File: config.mk
export PLATFORM = sky130hd
export DESIGN_NAME = apb_i2c_fifo_flat
export DESIGN_NICKNAME = d
export VERILOG_FILES = /design/src/rtl/apb_i2c_fifo_if.sv /design/src/rtl/apb_i2c_fifo.sv /design/src/flat_wrapper.sv
export SDC_FILE = /design/constraint.sdc
export NUM_CORES = 1
export LEC_CHECK = 0
export ABC_AREA = 1
export BUFFER_PORTS_ARGS = -buffer_cell sky130_fd_sc_hd__buf_2
export CORE_UTILIZATION = 66
export DETAILED_ROUTE_END_ITERATION = 10
export PLACE_DENSITY = 0.84
export SYNTH_ARGS = -nofsm -noshare
export SYNTH_HDL_FRONTEND = slang
export SYNTH_SLANG_ARGS = --single-unit
export TNS_END_PERCENT = 50
File: constraint.sdc
create_clock -name PCLK -period 6.2 [get_ports PCLK]
set_input_delay 0.31 -clock PCLK [delete_from_list [all_inputs] [get_ports PCLK]]
set_output_delay 0.31 -clock PCLK [all_outputs]
set_load 0.01 [all_outputs]
File: src/rtl/apb_i2c_fifo_if.sv
// apb_i2c_fifo_if: push/pop bundle between the APB bridge or I2C core and
// the FIFO.
interface apb_i2c_fifo_if #(
  parameter int DWIDTH = 32,
  parameter int DEPTH  = 16
);
  localparam int AW = $clog2(DEPTH);

  logic              CLR;
  logic              WR_EN;
  logic [DWIDTH-1:0] WDATA;
  logic              RD_EN;
  logic [DWIDTH-1:0] RDATA;
  logic              FULL;
  logic              EMPTY;
  logic [AW:0]       COUNT;
  logic              OVERFLOW;
  logic              UNDERFLOW;

  modport master (
    output CLR, WR_EN, WDATA, RD_EN,
    input  RDATA, FULL, EMPTY, COUNT,
    input  OVERFLOW, UNDERFLOW
  );

  modport slave (
    input  CLR, WR_EN, WDATA, RD_EN,
    output RDATA, FULL, EMPTY, COUNT,
    output OVERFLOW, UNDERFLOW
  );
endinterface

File: src/rtl/apb_i2c_fifo.sv
// apb_i2c_fifo: single-clock TX/RX FIFO for the APB I2C bridge.
// Define APB_I2C_FIFO_FWFT_EN for first-word-fall-through RDATA.
module apb_i2c_fifo #(
  parameter int DWIDTH = 32,
  parameter int DEPTH  = 16,
  localparam int AW    = $clog2(DEPTH)
) (
  input logic          PCLK,
  input logic          PRESET,
  apb_i2c_fifo_if.slave bus
);

  logic [DWIDTH-1:0] mem [DEPTH];
  logic [AW-1:0]     wr_ptr;
  logic [AW-1:0]     rd_ptr;
  logic [AW:0]       count;
  logic              full;
  logic              empty;
  logic              push_ok;
  logic              pop_ok;
  logic              ovf;
  logic              udf;

  assign full  = count == (AW+1)'(DEPTH);
  assign empty = count == '0;

  // CLR wins over both requests, so nothing moves on a flush edge
  assign push_ok = bus.WR_EN & ~full  & ~bus.CLR;
  assign pop_ok  = bus.RD_EN & ~empty & ~bus.CLR;

  always_ff @(posedge PCLK or posedge PRESET) begin
    if (PRESET) begin
      wr_ptr <= '0;
      rd_ptr <= '0;
      count  <= '0;
      ovf    <= 1'b0;
      udf    <= 1'b0;
    end else if (bus.CLR) begin
      wr_ptr <= '0;
      rd_ptr <= '0;
      count  <= '0;
      ovf    <= 1'b0;
      udf    <= 1'b0;
    end else begin
      if (push_ok)
        wr_ptr <= wr_ptr + 1'b1;
      if (pop_ok)
        rd_ptr <= rd_ptr + 1'b1;
      unique case ({push_ok, pop_ok})
        2'b10:   count <= count + 1'b1;
        2'b01:   count <= count - 1'b1;
        default: count <= count;
      endcase
      if (bus.WR_EN & full)
        ovf <= 1'b1;
      if (bus.RD_EN & empty)
        udf <= 1'b1;
    end
  end

  always_ff @(posedge PCLK) begin
    if (push_ok)
      mem[wr_ptr] <= bus.WDATA;
  end

`ifdef APB_I2C_FIFO_FWFT_EN
  assign bus.RDATA = empty ? '0 : mem[rd_ptr];
`else
  logic [DWIDTH-1:0] rdata;

  always_ff @(posedge PCLK or posedge PRESET) begin
    if (PRESET)
      rdata <= '0;
    else if (pop_ok)
      rdata <= mem[rd_ptr];
  end

  assign bus.RDATA = rdata;
`endif

  assign bus.FULL      = full;
  assign bus.EMPTY     = empty;
  assign bus.COUNT     = count;
  assign bus.OVERFLOW  = ovf;
  assign bus.UNDERFLOW = udf;

endmodule

File: src/flat_wrapper.sv
// flat-port wrapper written by rule: the top's interface ports become plain ports
module apb_i2c_fifo_flat 
#(
  parameter int DWIDTH = 32,
  parameter int DEPTH  = 16,
  localparam int AW    = $clog2(DEPTH)
)
  (PCLK, PRESET, bus_CLR, bus_WR_EN, bus_WDATA, bus_RD_EN, bus_RDATA, bus_FULL, bus_EMPTY, bus_COUNT, bus_OVERFLOW, bus_UNDERFLOW);
  apb_i2c_fifo_if #(.DWIDTH(DWIDTH), .DEPTH(DEPTH)) bus_i ();
  input logic PCLK;
  input logic PRESET;
  input wire logic [$bits(bus_i.CLR)-1:0] bus_CLR;
  input wire logic [$bits(bus_i.WR_EN)-1:0] bus_WR_EN;
  input wire logic [$bits(bus_i.WDATA)-1:0] bus_WDATA;
  input wire logic [$bits(bus_i.RD_EN)-1:0] bus_RD_EN;
  output wire logic [$bits(bus_i.RDATA)-1:0] bus_RDATA;
  output wire logic [$bits(bus_i.FULL)-1:0] bus_FULL;
  output wire logic [$bits(bus_i.EMPTY)-1:0] bus_EMPTY;
  output wire logic [$bits(bus_i.COUNT)-1:0] bus_COUNT;
  output wire logic [$bits(bus_i.OVERFLOW)-1:0] bus_OVERFLOW;
  output wire logic [$bits(bus_i.UNDERFLOW)-1:0] bus_UNDERFLOW;
  assign bus_i.CLR = bus_CLR;
  assign bus_i.WR_EN = bus_WR_EN;
  assign bus_i.WDATA = bus_WDATA;
  assign bus_i.RD_EN = bus_RD_EN;
  assign bus_RDATA = bus_i.RDATA;
  assign bus_FULL = bus_i.FULL;
  assign bus_EMPTY = bus_i.EMPTY;
  assign bus_COUNT = bus_i.COUNT;
  assign bus_OVERFLOW = bus_i.OVERFLOW;
  assign bus_UNDERFLOW = bus_i.UNDERFLOW;
  apb_i2c_fifo #(.DWIDTH(DWIDTH), .DEPTH(DEPTH)) u_core (.PCLK(PCLK), .PRESET(PRESET), .bus(bus_i));
endmodule
==> results of run 1 <==
flip-flops by register name, summed over array words and instances (netlist names):
signal / count
u_core.rd_ptr: 4
u_core.mem: 512
u_core.bus.COUNT: 5
u_core.bus.UNDERFLOW: 1
u_core.bus.RDATA: 32
u_core.bus.OVERFLOW: 1
u_core.wr_ptr: 4
routing by layer:
layer | share of wire | GRT usage | up-vias
met5 | 0.00042 | 0 | -
met4 | 0.046 | 0.1720 | 4
met2 | 0.49 | 0.5352 | 1053
met3 | 0.11 | 0.05131 | 208
li1 | - | - | 6186
met1 | 0.35 | 0.4267 | 6975
cell usage after synthesis (2+ instances only):
cell type / instances
nand2_1: 86
nor2_2: 3
nand3_1: 42
o22ai_1: 38
buf_1: 2
nor3_1: 14
nand3_2: 3
buf_4: 3
a2bb2oi_1: 13
inv_2: 4
o221ai_1: 90
nor2_1: 287
buf_2: 34
a31oi_1: 13
inv_1: 20
o21ai_1: 26
inv_4: 2
nand2_2: 4
clkbuf_2: 4
edfxtp_1: 512
o21ai_0: 282
buf_6: 3
a21oi_1: 4
ha_1: 7
clkbuf_1: 64
dfrtp_1: 47
path summary, 6_finish.rpt:
path,endpoint,slack (ns),cells after the start
max,u_core.bus.RDATA[18],2.81,6
min,u_core.bus.OVERFLOW,0.04,3
max reg2reg,u_core.bus.RDATA[18],2.81,6
min reg2reg,u_core.bus.RDATA[6],0.49,2
max in group asynchronous,u_core.rd_ptr[0],5.12,4
min in group asynchronous,u_core.bus.RDATA[2],0.50,4
worst max-delay path, stage by stage (launching register included):
cell	delay [ns]
dfrtp_4	0.77
inv_6	0.64
buf_4	0.83
o21ai_0	0.26
o221ai_1	0.31
a31oi_1	0.16
a2bb2oi_1	0.19
report_power, final:
group | switching [mW] | total, mW | internal (mW)
clock network | 1.36 | 3.12 | 1.76
logic | 1.47 | 2.13 | 0.661
registers | 0.250 | 4.54 | 4.29
kinds of logic after synthesis:
family	Yosys count	synth area share
buf+inv	137	0.02746
xor+xnor	1	0.0004006
fa+ha+maj	7	0.004005
simple gates	444	0.08330
compound gates	468	0.1280
flops	559	0.7568
final cells by class:
class	instances	share of cell area
sequential	559	0.6813
multi-input combinational	920	0.1978
clock buffer	66	0.05739
timing repair buffer	107	0.02522
tap	442	0.02275
clock inverter	30	0.01086
inverter	27	0.004530
antenna	2	0.0002059
what timing repair did:
item / CTS / global route
endpoints found under the hold margin: 47 / 0
gates resized for setup: 0 / 0
hold buffers: 1 / 0
==> impl_metrics.csv, run 1 <==
group,metric,value,unit
yosys,synth_cell_type_count,35,
placed_design,gp_congestion,0.8057,
clock_network,cts_sinks,559,
global_routing,grt_overflow,0,
global_routing,grt_pass1_vias,14260,
floorplan,die_area,0.03387,mm²
placed_design,placed_area,0.02263,mm²
placed_design,numPortBuffers,77,
timing,whs,0.04494,ns
yosys,yosysTopAreaCellShare,0.7031,
yosys,syn-cell-area,0.02187,mm²
clock_network,clockRootBuffer,"clkbuf_16",
job,drv_cap,0,
worst_setup_path,rr_startpoint,"u_core.rd_ptr[0]",
final_layout,drive_gt1_frac,0.1322,
drt,first_pass_iters,6,
yosys,avgSynthCellArea,13.53,µm²
yosys,synth_seq_cells,559,
timing,hold_viol_final,0,
floorplan,coreArea,0.03254,mm²
yosys,seq_area_frac_synth,0.7568,
floorplan,die_y,184.0,µm
yosys,syn_inst,1616,
floorplan,io_pins,78,
global_routing,antenna_found_initial,5,
yosys,synth_edf_count,512,
final_layout,flow.area_growth_from_synthesis,11.15,%
clock_network,htree_levels,2,
yosys,yosys-top-cells-area,"edfxtp_1 70%, o21ai_0 6.5%, dfrtp_1 5.4%",
final_layout,final_cell_mix,"512 x edfxtp_1, 283 x nor2_1, 282 x o21ai_0",
global_routing,grt_pass1_wl,81370,µm
global_routing,grt_max_degree,111,
timing,finalCriticalPeriod,3.390,ns
global_routing,track_usage,0.3266,
outcome,status,"finished clean",
placed_design,dp_hpwl,25370,µm
worst_setup_path,startpoint,"u_core.rd_ptr[0]",
yosys,yosys.area.top_type,"edfxtp_1",
worst_setup_path,cp.required,6.69,ns
drt,ant_nets,0,
placed_design,dp_slack,3.051,ns
timing,grt_setup_unrepaired,"false",
power_and_ir_drop,power.leakage,8.220,nW
worst_setup_path,path_max_fanout,98,
floorplan,rows,66,
timing,fin_skew,0.01199,ns
timing,finalWorstSetupSlack,2.810,ns
yosys,async_reset_ff_frac,0.08408,
drt,vias,14430,
drt,wl,54490,µm
worst_setup_path,critPathLaunchType,"flop",
yosys,yosys_warnings,0,
final_layout,final_common_cell,"edfxtp_1",
final_layout,ff_latch_area,0.01656,mm²
power_and_ir_drop,p_total,9.783,mW
yosys,syn_nets,1660,
yosys,yosys_most_used_dff,"edfxtp_1",
final_layout,final_cells,2153,
worst_hold_path,hp-start,"bus_WR_EN",
power_and_ir_drop,vdd_drop_max,0.2784,mV
timing,finalSetupViolCount,0,
drt,avgRoutedWirePerCell,25.31,µm
final_layout,utilization,0.7471,
drt,drtIter0Drc,2049,
worst_setup_path,cp-end-kind,"flop",
clock_network,clock_path_buffers,3,
worst_setup_path,crit_arrival,3.88,ns
floorplan,initial_utilization,0.6721,
timing,slew_violations,0,
final_layout,num-fill-cells,1908,
timing,fmax,295.0,MHz
placed_design,place_inst,2054,
clock_network,cts_buffers,52,
timing,slew_headroom,0.06368,
worst_hold_path,hold_class,"input port to flop",
floorplan,die_w,184.0,µm
drt,post_drt_via_cell_ratio,6.700,
worst_setup_path,worstSetupPathType,"flop to flop",
timing,fin_crit_sh,0.5467,
final_layout,finalInstanceArea,0.02431,mm²
clock_network,clock_latency,0.58,ns
final_layout,multi_input_area,0.004807,mm²
timing,tightestPinTransition,1.397,ns
final_layout,nets,1711,
clock_network,post_cts_buffers,0,
timing,finalSetupTns,0,ns
power_and_ir_drop,p_per_area,402.5,mW/mm²
drt,drc,0,
clock_network,clk_pin_slew,0.06,ns
clock_network,cts_tree,"done",
(Power assumes the default switching activity.)
==> run 2, diff against run 1 <==
--- a/config.mk
+++ b/config.mk
@@ -7,9 +7,9 @@
 export LEC_CHECK = 0
 export ABC_AREA = 1
 export BUFFER_PORTS_ARGS = -buffer_cell sky130_fd_sc_hd__buf_2
-export CORE_UTILIZATION = 66
+export CORE_UTILIZATION = 55
 export DETAILED_ROUTE_END_ITERATION = 10
-export PLACE_DENSITY = 0.84
+export PLACE_DENSITY = 0.75
 export SYNTH_ARGS = -nofsm -noshare
 export SYNTH_HDL_FRONTEND = slang
 export SYNTH_SLANG_ARGS = --single-unit
==> constraint.sdc (replaced) <==
create_clock -name PCLK -period 3 [get_ports PCLK]
set_input_delay 0.15 -clock PCLK [delete_from_list [all_inputs] [get_ports PCLK]]
set_output_delay 0.15 -clock PCLK [all_outputs]
set_load 0.01 [all_outputs]
==> impl_metrics.csv, run 2 (synthesis results as in run 1) <==
group,metric,value,unit
outcome,status,"finished clean",
clock_network,cts_sinks,559,
power_and_ir_drop,p_total,20.20,mW
clock_network,cts_buffers,54,
floorplan,die_area,0.04056,mm²
drt,post_drt_via_cell_ratio,6.241,
drt,first_pass_iters,6,
worst_setup_path,crit_arrival,2.57,ns
placed_design,dp_slack,0.7072,ns
final_layout,num-fill-cells,2779,
power_and_ir_drop,comb_power_share,0.234,
global_routing,grt_overflow,0,
final_layout,ff_latch_area,0.01656,mm²
floorplan,die_y,201.4,µm
drt,drtIter0Drc,1538,
timing,grt_setup_unrepaired,"false",
timing,whs,0.3697,ns
worst_setup_path,reg2regPathDepth,7,
global_routing,grt_max_degree,144,
worst_setup_path,cp.required,3.22,ns
power_and_ir_drop,p_sw,6.278,mW
worst_setup_path,cp_top_family,"simple AND/OR/NAND/NOR gates",
clock_network,clockRootBuffer,"clkbuf_16",
final_layout,flow.area_growth_from_synthesis,14.17,%
power_and_ir_drop,power.leakage,8.491,nW
timing,fin_skew,0.02075,ns
clock_network,clock_latency,0.60,ns
global_routing,antenna_found_initial,0,
clock_network,cts_tree,"done",
timing,slew_headroom,0.2873,
floorplan,rows,72,
power_and_ir_drop,p_per_area,809.2,mW/mm²
worst_setup_path,r2r_slack,0.66,ns
timing,finalSetupViolCount,0,
clock_network,post_cts_buffers,0,
global_routing,track_usage,0.2634,
worst_setup_path,cp-end-kind,"flop",
final_layout,multi_input_area,0.004826,mm²
worst_setup_path,worstSetupPathType,"flop to flop",
final_layout,largest_register,"u_core.mem",
clock_network,htree_levels,2,
placed_design,dp_hpwl,26690,µm
timing,finalCriticalPeriod,2.344,ns
worst_hold_path,hold_class,"input port to asynchronous set/reset pin",
power_and_ir_drop,internal_power,13.92,mW
drt,vias,14230,
worst_setup_path,timing.rr.end,"u_core.mem[8][1]",
floorplan,io_pins,78,
worst_setup_path,path_cells,"nor2_2 -> nand3_2 -> nand3_2 -> inv_1 -> nand2_1 -> nor2_4 -> buf_4",
clock_network,clock_path_buffers,3,
timing,finalSetupTns,0,ns
power_and_ir_drop,vdd_drop_max,0.7262,mV
placed_design,numPortBuffers,77,
worst_setup_path,cpPeakStageDelay,0.45,ns
drt,drc,0,
timing,slew_violations,0,
floorplan,initial_utilization,0.5619,
worst_setup_path,critPathLaunchType,"flop",
timing,tightestPinTransition,1.067,ns
drt,avgRoutedWirePerCell,23.24,µm
global_routing,grt_pass1_vias,14360,
power_and_ir_drop,p_seq_frac,0.454,
final_layout,drive_gt1_frac,0.1334,
final_layout,diodes,0,
timing,hold_viol_final,0,
worst_setup_path,timing.critical_path.buf_inv,2,
final_layout,nets,1763,
job,drv_cap,0,
final_layout,finalInstanceArea,0.02497,mm²
global_routing,grt_pass1_wl,81430,µm
drt,wl,52990,µm
final_layout,largest_register_ffs,512,
placed_design,gp_congestion,0.7787,
final_layout,final_cell_mix,"512 x edfxtp_1, 283 x nor2_1, 282 x o21ai_0",
worst_setup_path,path_max_fanout,32,
timing,fmax,426.7,MHz
placed_design,placed_area,0.02296,mm²
power_and_ir_drop,swShare,0.3107,
timing,finalWorstSetupSlack,0.6563,ns
floorplan,die_w,201.4,µm
worst_setup_path,crit_top_cell,"nand3_2",
floorplan,coreArea,0.03892,mm²
worst_setup_path,rr_startpoint,"u_core.bus.COUNT[0]",
drt,ant_nets,0,
timing,fin_crit_sh,0.7812,
clock_network,cts_resized,0,
power_and_ir_drop,clockPowerShare,0.312,
clock_network,clk_pin_slew,0.06,ns
final_layout,final_common_cell,"edfxtp_1",
worst_setup_path,slowest_stage,"dfrtp_1",
==> run 2: cell types whose count changed in the layout (fill, tap and decap cells not counted), moves of 4 or more <==
| cell | before | now |
|---|---|---|
| bufinv_16 | 4 | 0 |
| buf_4 | 29 | 33 |
| buf_12 | 0 | 9 |
| clkinv_1 | 9 | 5 |
| clkbuf_1 | 11 | 22 |
| clkbuf_8 | 2 | 6 |
| dlygate4sd3_1 | 1 | 38 |
==> run 2: repair_timing <==
action	CTS	global route
hold endpoints to repair	553	0
hold buffers	38	0
setup endpoints to repair	0	0
==> run 2: worst min-delay path: stages <==
cell and delay (ns):
dlygate4sd3_1 0.53, buf_2 0.12, inv_2 0.76
==> run 2: layout make-up <==
class                      instances  area share
clock buffer                      83     0.06174
clock inverter                    16    0.003508
inverter                          27    0.004410
multi-input combinational        920      0.1933
sequential                       559      0.6633
tap                              518     0.02596
timing repair buffer             157     0.04781
==> run 2: metal layers <==
layer,GRT usage,share of wire
met5,0,0
met1,0.3487,0.39
met3,0.03774,0.081
met2,0.4430,0.50
met4,0.1025,0.032
==> run 2: power groups by stage <==
| stage | combinational (mW) | clock, mW | sequential, mW |
|---|---|---|---|
| 2_1_floorplan | 3.14 | 0 | 9.31 |
| 3_3_place_gp | 4.46 | 0 | 9.32 |
| 3_5_place_dp | 4.64 | 0 | 9.32 |
| 4_1_cts | 4.72 | 6.36 | 9.17 |
| 5_1_grt | 5.24 | 6.62 | 9.20 |
| 6_report | 4.74 | 6.29 | 9.17 |
==> run 2: worst max-delay path by stage <==
stage / cells after the start / slack (ns) / to / start
after floorplan: 6 / -0.63 / u_core.mem[11][0] / u_core.bus.COUNT[0]
after global placement: 7 / 0.76 / u_core.mem[8][28] / u_core.bus.COUNT[0]
after detailed placement: 7 / 0.71 / u_core.mem[8][28] / u_core.bus.COUNT[0]
after CTS: 8 / 0.69 / u_core.bus.RDATA[26] / u_core.rd_ptr[1]
after global routing: 8 / 0.55 / u_core.bus.RDATA[26] / u_core.rd_ptr[1]
final: 7 / 0.66 / u_core.mem[8][1] / u_core.bus.COUNT[0]
==> run 2: through the flow <==
stage          instances  utilization
3_5_place_dp        2143       0.5899
5_1_grt             2280       0.6415
6_report            2280       0.6415
2_1_floorplan       1616            -
3_3_place_gp        2143       0.5899
4_1_cts             2280       0.6415
